## config.mk

```make
export PLATFORM = sky130hd
export DESIGN_NAME = nibble_adder_seq
export DESIGN_NICKNAME = d
export VERILOG_FILES = /design/src/rtl/nibble_adder_seq_pkg.sv /design/src/rtl/nibble_adder_seq_ripple_adder.sv /design/src/rtl/nibble_adder_seq.sv
export SDC_FILE = /design/constraint.sdc
export NUM_CORES = 1
export LEC_CHECK = 0
export BUFFER_PORTS_ARGS = -buffer_cell sky130_fd_sc_hd__buf_2
export CAP_MARGIN = 30
export CORE_MARGIN = 4
export CORE_UTILIZATION = 40
export DETAILED_ROUTE_END_ITERATION = 10
export REMOVE_ABC_BUFFERS = 1
export SYNTH_ARGS = -nofsm -noshare
export SYNTH_HDL_FRONTEND = slang
export SYNTH_SLANG_ARGS = --single-unit
```

## constraint.sdc

```tcl
create_clock -name clock -period 5.85 [get_ports clock]
set_input_delay 0.585 -clock clock [delete_from_list [all_inputs] [get_ports clock]]
set_output_delay 0.585 -clock clock [all_outputs]
set_load 0.01 [all_outputs]
```

## src/rtl/nibble_adder_seq_pkg.sv

```systemverilog
// -----------------------------------------------------------------------------
// nibble_adder_seq_pkg
// Shared constants for the nibble-serial adder:
//   NIBBLE_W             - width of the shared adder slice (4 bits)
//   ST_IDLE/ST_RUN/ST_DONE - sequencer state encodings
//   idx_width()          - nibble index counter width, never less than 1
// -----------------------------------------------------------------------------
package nibble_adder_seq_pkg;

    localparam int NIBBLE_W = 4;

    localparam logic [1:0] ST_IDLE = 2'd0;
    localparam logic [1:0] ST_RUN  = 2'd1;
    localparam logic [1:0] ST_DONE = 2'd2;

    // A single-nibble operand still needs a 1-bit index register.
    function automatic int idx_width(input int n);
        return (n > 1) ? $clog2(n) : 1;
    endfunction

endpackage

```

## src/rtl/nibble_adder_seq_ripple_adder.sv

```systemverilog
// -----------------------------------------------------------------------------
// ripple_adder
// Purely combinational NIBBLE_W-bit ripple carry adder, used as the shared
// datapath slice of nibble_adder_seq.
// Ports:
//   a, b  in  NIBBLE_W  addends
//   ci    in  1         carry in
//   s     out NIBBLE_W  sum
//   co    out 1         carry out of the top bit
// -----------------------------------------------------------------------------
module ripple_adder
    import nibble_adder_seq_pkg::*;
(
    input  logic [NIBBLE_W-1:0] a,
    input  logic [NIBBLE_W-1:0] b,
    input  logic                ci,
    output logic [NIBBLE_W-1:0] s,
    output logic                co
);

    logic [NIBBLE_W:0] c;

    assign c[0] = ci;

    generate
        for (genvar gi = 0; gi < NIBBLE_W; gi++) begin : g_bit
            assign s[gi]    = a[gi] ^ b[gi] ^ c[gi];
            assign c[gi+1]  = (a[gi] & b[gi]) | (c[gi] & (a[gi] ^ b[gi]));
        end
    endgenerate

    assign co = c[NIBBLE_W];

endmodule

```

## src/rtl/nibble_adder_seq.sv

```systemverilog
// -----------------------------------------------------------------------------
// nibble_adder_seq
// Adds two W = 4*NIBBLES bit operands through one shared 4-bit ripple adder,
// one nibble per clock, least-significant nibble first, carry held in a
// register between nibbles. Start/busy/done handshake.
//
// Optional build macro: NIBBLE_ADDER_SUB_EN
//   When defined, adds input 'sub'; a start with sub=1 computes a - b mod 2^W
//   (b nibbles inverted into the slice, carry seeded with 1) and carry_out=1
//   then means "no borrow" (a >= b).
//
// Ports:
//   clock      in  1  rising-edge clock
//   reset_n    in  1  asynchronous active-low reset
//   start      in  1  request, accepted only in IDLE
//   op_a, op_b in  W  operands, captured on accepted start
//   sub        in  1  (macro only) subtract select, captured on accepted start
//   busy       out 1  high in RUN and DONE
//   done       out 1  one-cycle pulse, sum/carry_out valid
//   sum        out W  result of last completed operation (held)
//   carry_out  out 1  final carry of last completed operation (held)
// -----------------------------------------------------------------------------
module nibble_adder_seq
    import nibble_adder_seq_pkg::*;
#(
    parameter int NIBBLES = 4
) (
    input  logic                         clock,
    input  logic                         reset_n,
    input  logic                         start,
    input  logic [NIBBLE_W*NIBBLES-1:0]  op_a,
    input  logic [NIBBLE_W*NIBBLES-1:0]  op_b,
`ifdef NIBBLE_ADDER_SUB_EN
    input  logic                         sub,
`endif
    output logic                         busy,
    output logic                         done,
    output logic [NIBBLE_W*NIBBLES-1:0]  sum,
    output logic                         carry_out
);

    localparam int IDX_W = idx_width(NIBBLES);
    localparam logic [IDX_W-1:0] IDX_LAST = IDX_W'(NIBBLES - 1);

    typedef logic [NIBBLES-1:0][NIBBLE_W-1:0] nib_vec_t;

    logic [1:0]       state_q, state_d;
    logic [IDX_W-1:0] idx_q, idx_d;
    logic             carry_q, carry_d;
    nib_vec_t         a_q, a_d;
    nib_vec_t         b_q, b_d;
    nib_vec_t         acc_q, acc_d;
    nib_vec_t         sum_q, sum_d;
    logic             carry_out_q, carry_out_d;

    logic [NIBBLE_W-1:0] slice_a;
    logic [NIBBLE_W-1:0] slice_b;
    logic [NIBBLE_W-1:0] slice_s;
    logic                slice_co;

    // b_mask inverts the b nibble for subtraction; carry_init seeds the
    // carry register on an accepted start (1 turns ~b into -b).
    logic [NIBBLE_W-1:0] b_mask;
    logic                carry_init;

`ifdef NIBBLE_ADDER_SUB_EN
    logic sub_q, sub_d;

    assign b_mask     = {NIBBLE_W{sub_q}};
    assign carry_init = sub;
`else
    assign b_mask     = '0;
    assign carry_init = 1'b0;
`endif

    assign slice_a = a_q[idx_q];
    assign slice_b = b_q[idx_q] ^ b_mask;

    ripple_adder u_slice (
        .a  (slice_a),
        .b  (slice_b),
        .ci (carry_q),
        .s  (slice_s),
        .co (slice_co)
    );

    always_comb begin
        state_d     = state_q;
        idx_d       = idx_q;
        carry_d     = carry_q;
        a_d         = a_q;
        b_d         = b_q;
        acc_d       = acc_q;
        sum_d       = sum_q;
        carry_out_d = carry_out_q;
`ifdef NIBBLE_ADDER_SUB_EN
        sub_d       = sub_q;
`endif
        case (state_q)
            ST_IDLE: begin
                if (start) begin
                    a_d     = op_a;
                    b_d     = op_b;
                    acc_d   = '0;
                    carry_d = carry_init;
                    idx_d   = '0;
`ifdef NIBBLE_ADDER_SUB_EN
                    sub_d   = sub;
`endif
                    state_d = ST_RUN;
                end
            end
            ST_RUN: begin
                acc_d[idx_q] = slice_s;
                carry_d      = slice_co;
                if (idx_q == IDX_LAST) begin
                    // Result registers load on the same edge the last nibble
                    // is written, so they are visible together with done.
                    sum_d       = acc_d;
                    carry_out_d = slice_co;
                    state_d     = ST_DONE;
                end else begin
                    idx_d = idx_q + 1'b1;
                end
            end
            ST_DONE: begin
                state_d = ST_IDLE;
            end
            default: begin
                state_d = ST_IDLE;
            end
        endcase
    end

    always_ff @(posedge clock or negedge reset_n) begin
        if (!reset_n) begin
            state_q     <= ST_IDLE;
            idx_q       <= '0;
            carry_q     <= 1'b0;
            a_q         <= '0;
            b_q         <= '0;
            acc_q       <= '0;
            sum_q       <= '0;
            carry_out_q <= 1'b0;
`ifdef NIBBLE_ADDER_SUB_EN
            sub_q       <= 1'b0;
`endif
        end else begin
            state_q     <= state_d;
            idx_q       <= idx_d;
            carry_q     <= carry_d;
            a_q         <= a_d;
            b_q         <= b_d;
            acc_q       <= acc_d;
            sum_q       <= sum_d;
            carry_out_q <= carry_out_d;
`ifdef NIBBLE_ADDER_SUB_EN
            sub_q       <= sub_d;
`endif
        end
    end

    assign busy      = (state_q != ST_IDLE);
    assign done      = (state_q == ST_DONE);
    assign sum       = sum_q;
    assign carry_out = carry_out_q;

endmodule
```

==> impl_results.md <==
* Clock latency on the worst-skew pair at 0.34 ns
* Flip-flop and latch count after synthesis at 66
* Clock buffers created by TritonCTS at 9
* Least setup slack across all paths after layout at 2.434 ns
* Effective utilization at floorplan at 41.62%
* TritonCTS clock tree: done
* Total grt overflow at 0
* Total routing usage reported by global routing at 13.55%
* Max Freq at 292.7 MHz
* Diodes inserted at 0
* Iter 0 DRT Violations at 69
* HPWL after DPL at 4.295 mm
* Post-cts repair resize count at 0
* Run status: completed
* Vert. Die Dim at 98.13 um
* Commonest non-fill, non-tap cell in the layout: dfrtp_1
* Setup crit start kind: flip-flop
* Worst vdd rail ir drop at 0.3008 mV
* Number of clock sinks at 66
* Master cell of the clock root buffer: clkbuf_8
* Unrepaired setup endpoints after global routing: false
* Drt first pass iters at 4
* Depth of the CTS H-tree at 3
* Fin util at 48.24%
* Area added between synthesis and finish at 15.90%
* Final period demand of the worst path at 3.416 ns
* Vias per cell at 4.837
* Clock transition at the registers of the reported paths at 0.07 ns
* Routed wire length at 6.140 mm
* Via total after detailed routing at 1,993
* Crit path arrival time at 3.68 ns
* Die Footprint at 9630 um^2
* Post-CTS repair timing setup buffer count at 0
* Count of pins on the block boundary at 54
* Quantity of I/O buffers inserted on ports at 53
* Num rows at 32
* Max-slew violation count at 0
* Areal power density over the cells at 666.5 nW/um^2
* Area share of the largest cell type after synthesis at 50.83%
* Ratio of final minimum period to clock period at 58.39%
* Core region area at 7807 um^2
* Yosys warnings at 0
* Worst slew pin tran at 0.8378 ns
* Final Hold Fails at 0
* Leakage at 0.001835 uW
* Remaining design rule violation count at 0
* Count of maximum capacitance violations at 0
* Worst Hold Class: primary input to asynchronous set/reset pin
* Highest-count cells in the layout ignoring fill and taps: dfrtp_1 (66), buf_2 (53), mux2_4 (30), inv_1 (27), nand2_1 (25)
* Most area-hungry cell type in the Yosys netlist: dfrtp_1
* Count of unique library cells instantiated by Yosys at 27
* Leading cell types by total area after synthesis: dfrtp_1 (51%), mux2_4 (14%), mux4_2 (5.5%)
* Average detailed-routed wire length per instance at 14.90 um
* Antenna Nets Post-Route at 0
* Final Wtd Congestion at 0.6959
* Max Clock Skew at 0.008905 ns
* Count of fill cells added during filler insertion at 722
* Category of the most critical setup path: flip-flop to flip-flop
* Number of global-route vias before repair at 2,139
* CP endpoint kind: flip-flop
* TNS Setup at 0 ns
* Required time of the critical path at 6.11 ns
* Crit Path Max Fanout at 14
* Synthesized area divided by synthesized cell count at 12.79 um^2
* Share of synthesized area occupied by flip-flops and latches at 50.83%
* Wire length of the first global-routing pass at 10.42 mm
* Slew headroom at 44.15%
* Number of buffers inserted for hold repair after clock tree synthesis at 0
* Layout cells sized above 1 at 36.45%
* Post-layout nets at 348
* Post-synthesis cell area at 3249 um^2
* Max clock buf depth at 2
* Worst hold slack at 0.4258 ns
* Die W at 98.13 um
* Final number of setup-violating endpoints at 0
* Post-placement worst setup slack at 2.402 ns
* Initial antenna violation count at 0
* Maximum number of pins on one net before global-route repair at 67
* Synthesized netlist cell count at 254
Yosys cell counts:
| cell | n |
|---|---|
| mux2i_1 | 11 |
| fa_1 | 4 |
| a21oi_1 | 4 |
| nand2b_1 | 3 |
| buf_12 | 3 |
| dfrtp_1 | 66 |
| clkbuf_1 | 4 |
| o22ai_1 | 9 |
| o21ai_0 | 24 |
| mux4_2 | 8 |
| nand2_1 | 25 |
| a22o_1 | 9 |
| a22oi_1 | 1 |
| buf_2 | 7 |
| mux2_2 | 2 |
| buf_4 | 1 |
| inv_1 | 27 |
| or2_4 | 1 |
| o31ai_1 | 1 |
| nor2b_1 | 3 |
| nor2_8 | 1 |
| mux2_4 | 30 |
| o21bai_2 | 1 |
| nor3_1 | 1 |
| ha_1 | 4 |
| nand3b_1 | 1 |
| nor2_1 | 3 |
area by class of cell:
class / instances / area, um^2 / share of cell area, %
Clock buffer: 11 / 141.4 / 3.754
Tap cell: 102 / 127.6 / 3.389
Sequential cell: 66 / 1652 / 43.85
Timing Repair Buffer: 55 / 287.8 / 7.641
Clock inverter: 5 / 77.57 / 2.060
Multi-Input combinational cell: 146 / 1379 / 36.61
Inverter: 27 / 101.3 / 2.691
per-layer routing:
metal	global-route usage, %	vias up	wire, um
li1	-	976	-
met1	16.74	955	2720
met2	21.62	56	2867
met3	6.357	6	493
met4	3.466	0	58
met5	0	-	0
worst paths after layout:
kind / startpoint / to / slack [ns] / depth (start not counted)
max in group asynchronous: reset_n / b_q[3] / 4.87 / 2
worst max register to register: idx_q[0] / acc_q[11] / 2.43 / 9
min in group clock: op_a[1] / a_q[1] / 0.47 / 2
worst min register to register: sum[6] / sum[6] / 0.47 / 2
worst min-delay path: reset_n / sum[8] / 0.43 / 2
worst max-delay path: idx_q[0] / acc_q[11] / 2.43 / 9
cells by family after synthesis:
group / Yosys count / share of synthesized area (%)
flip-flops: 66 / 50.83
multiplexers: 51 / 23.49
AO/OA/AOI/OAI: 49 / 9.280
buffers and inverters: 42 / 6.739
AND/OR/NAND/NOR: 38 / 5.660
adder cells (fa/ha/maj): 8 / 4.005
stage by stage:
stage	instance area, um^2	cells	total power [uW]
final	3766	412	2510
after global routing	3766	412	2742
after CTS	3766	412	2558
after detailed placement	3547	396	2130
after global placement	3532	395	2090
after floorplan	3132	239	1776
worst max-delay path: stages, from the launching register on:
cell	delay (ns)
dfrtp_1	0.79
mux4_2	0.34
inv_1	0.05
fa_1	0.40
fa_1	0.39
fa_1	0.39
fa_1	0.53
nor2_1	0.20
a21oi_1	0.09
o21ai_0	0.16
power breakdown:
group	switching (uW)	total, uW	internal [uW]
registers	166	835	669
clock network	170	420	250
logic	611	1260	644
total	947	2510	1560
flip-flops by register name, indices dropped and copies added (netlist names):
signal	count
a_q	16
acc_q	12
b_q	16
carry_out	1
carry_q	1
idx_q	2
state_q	2
sum	16
(Power assumes the default switching activity.)
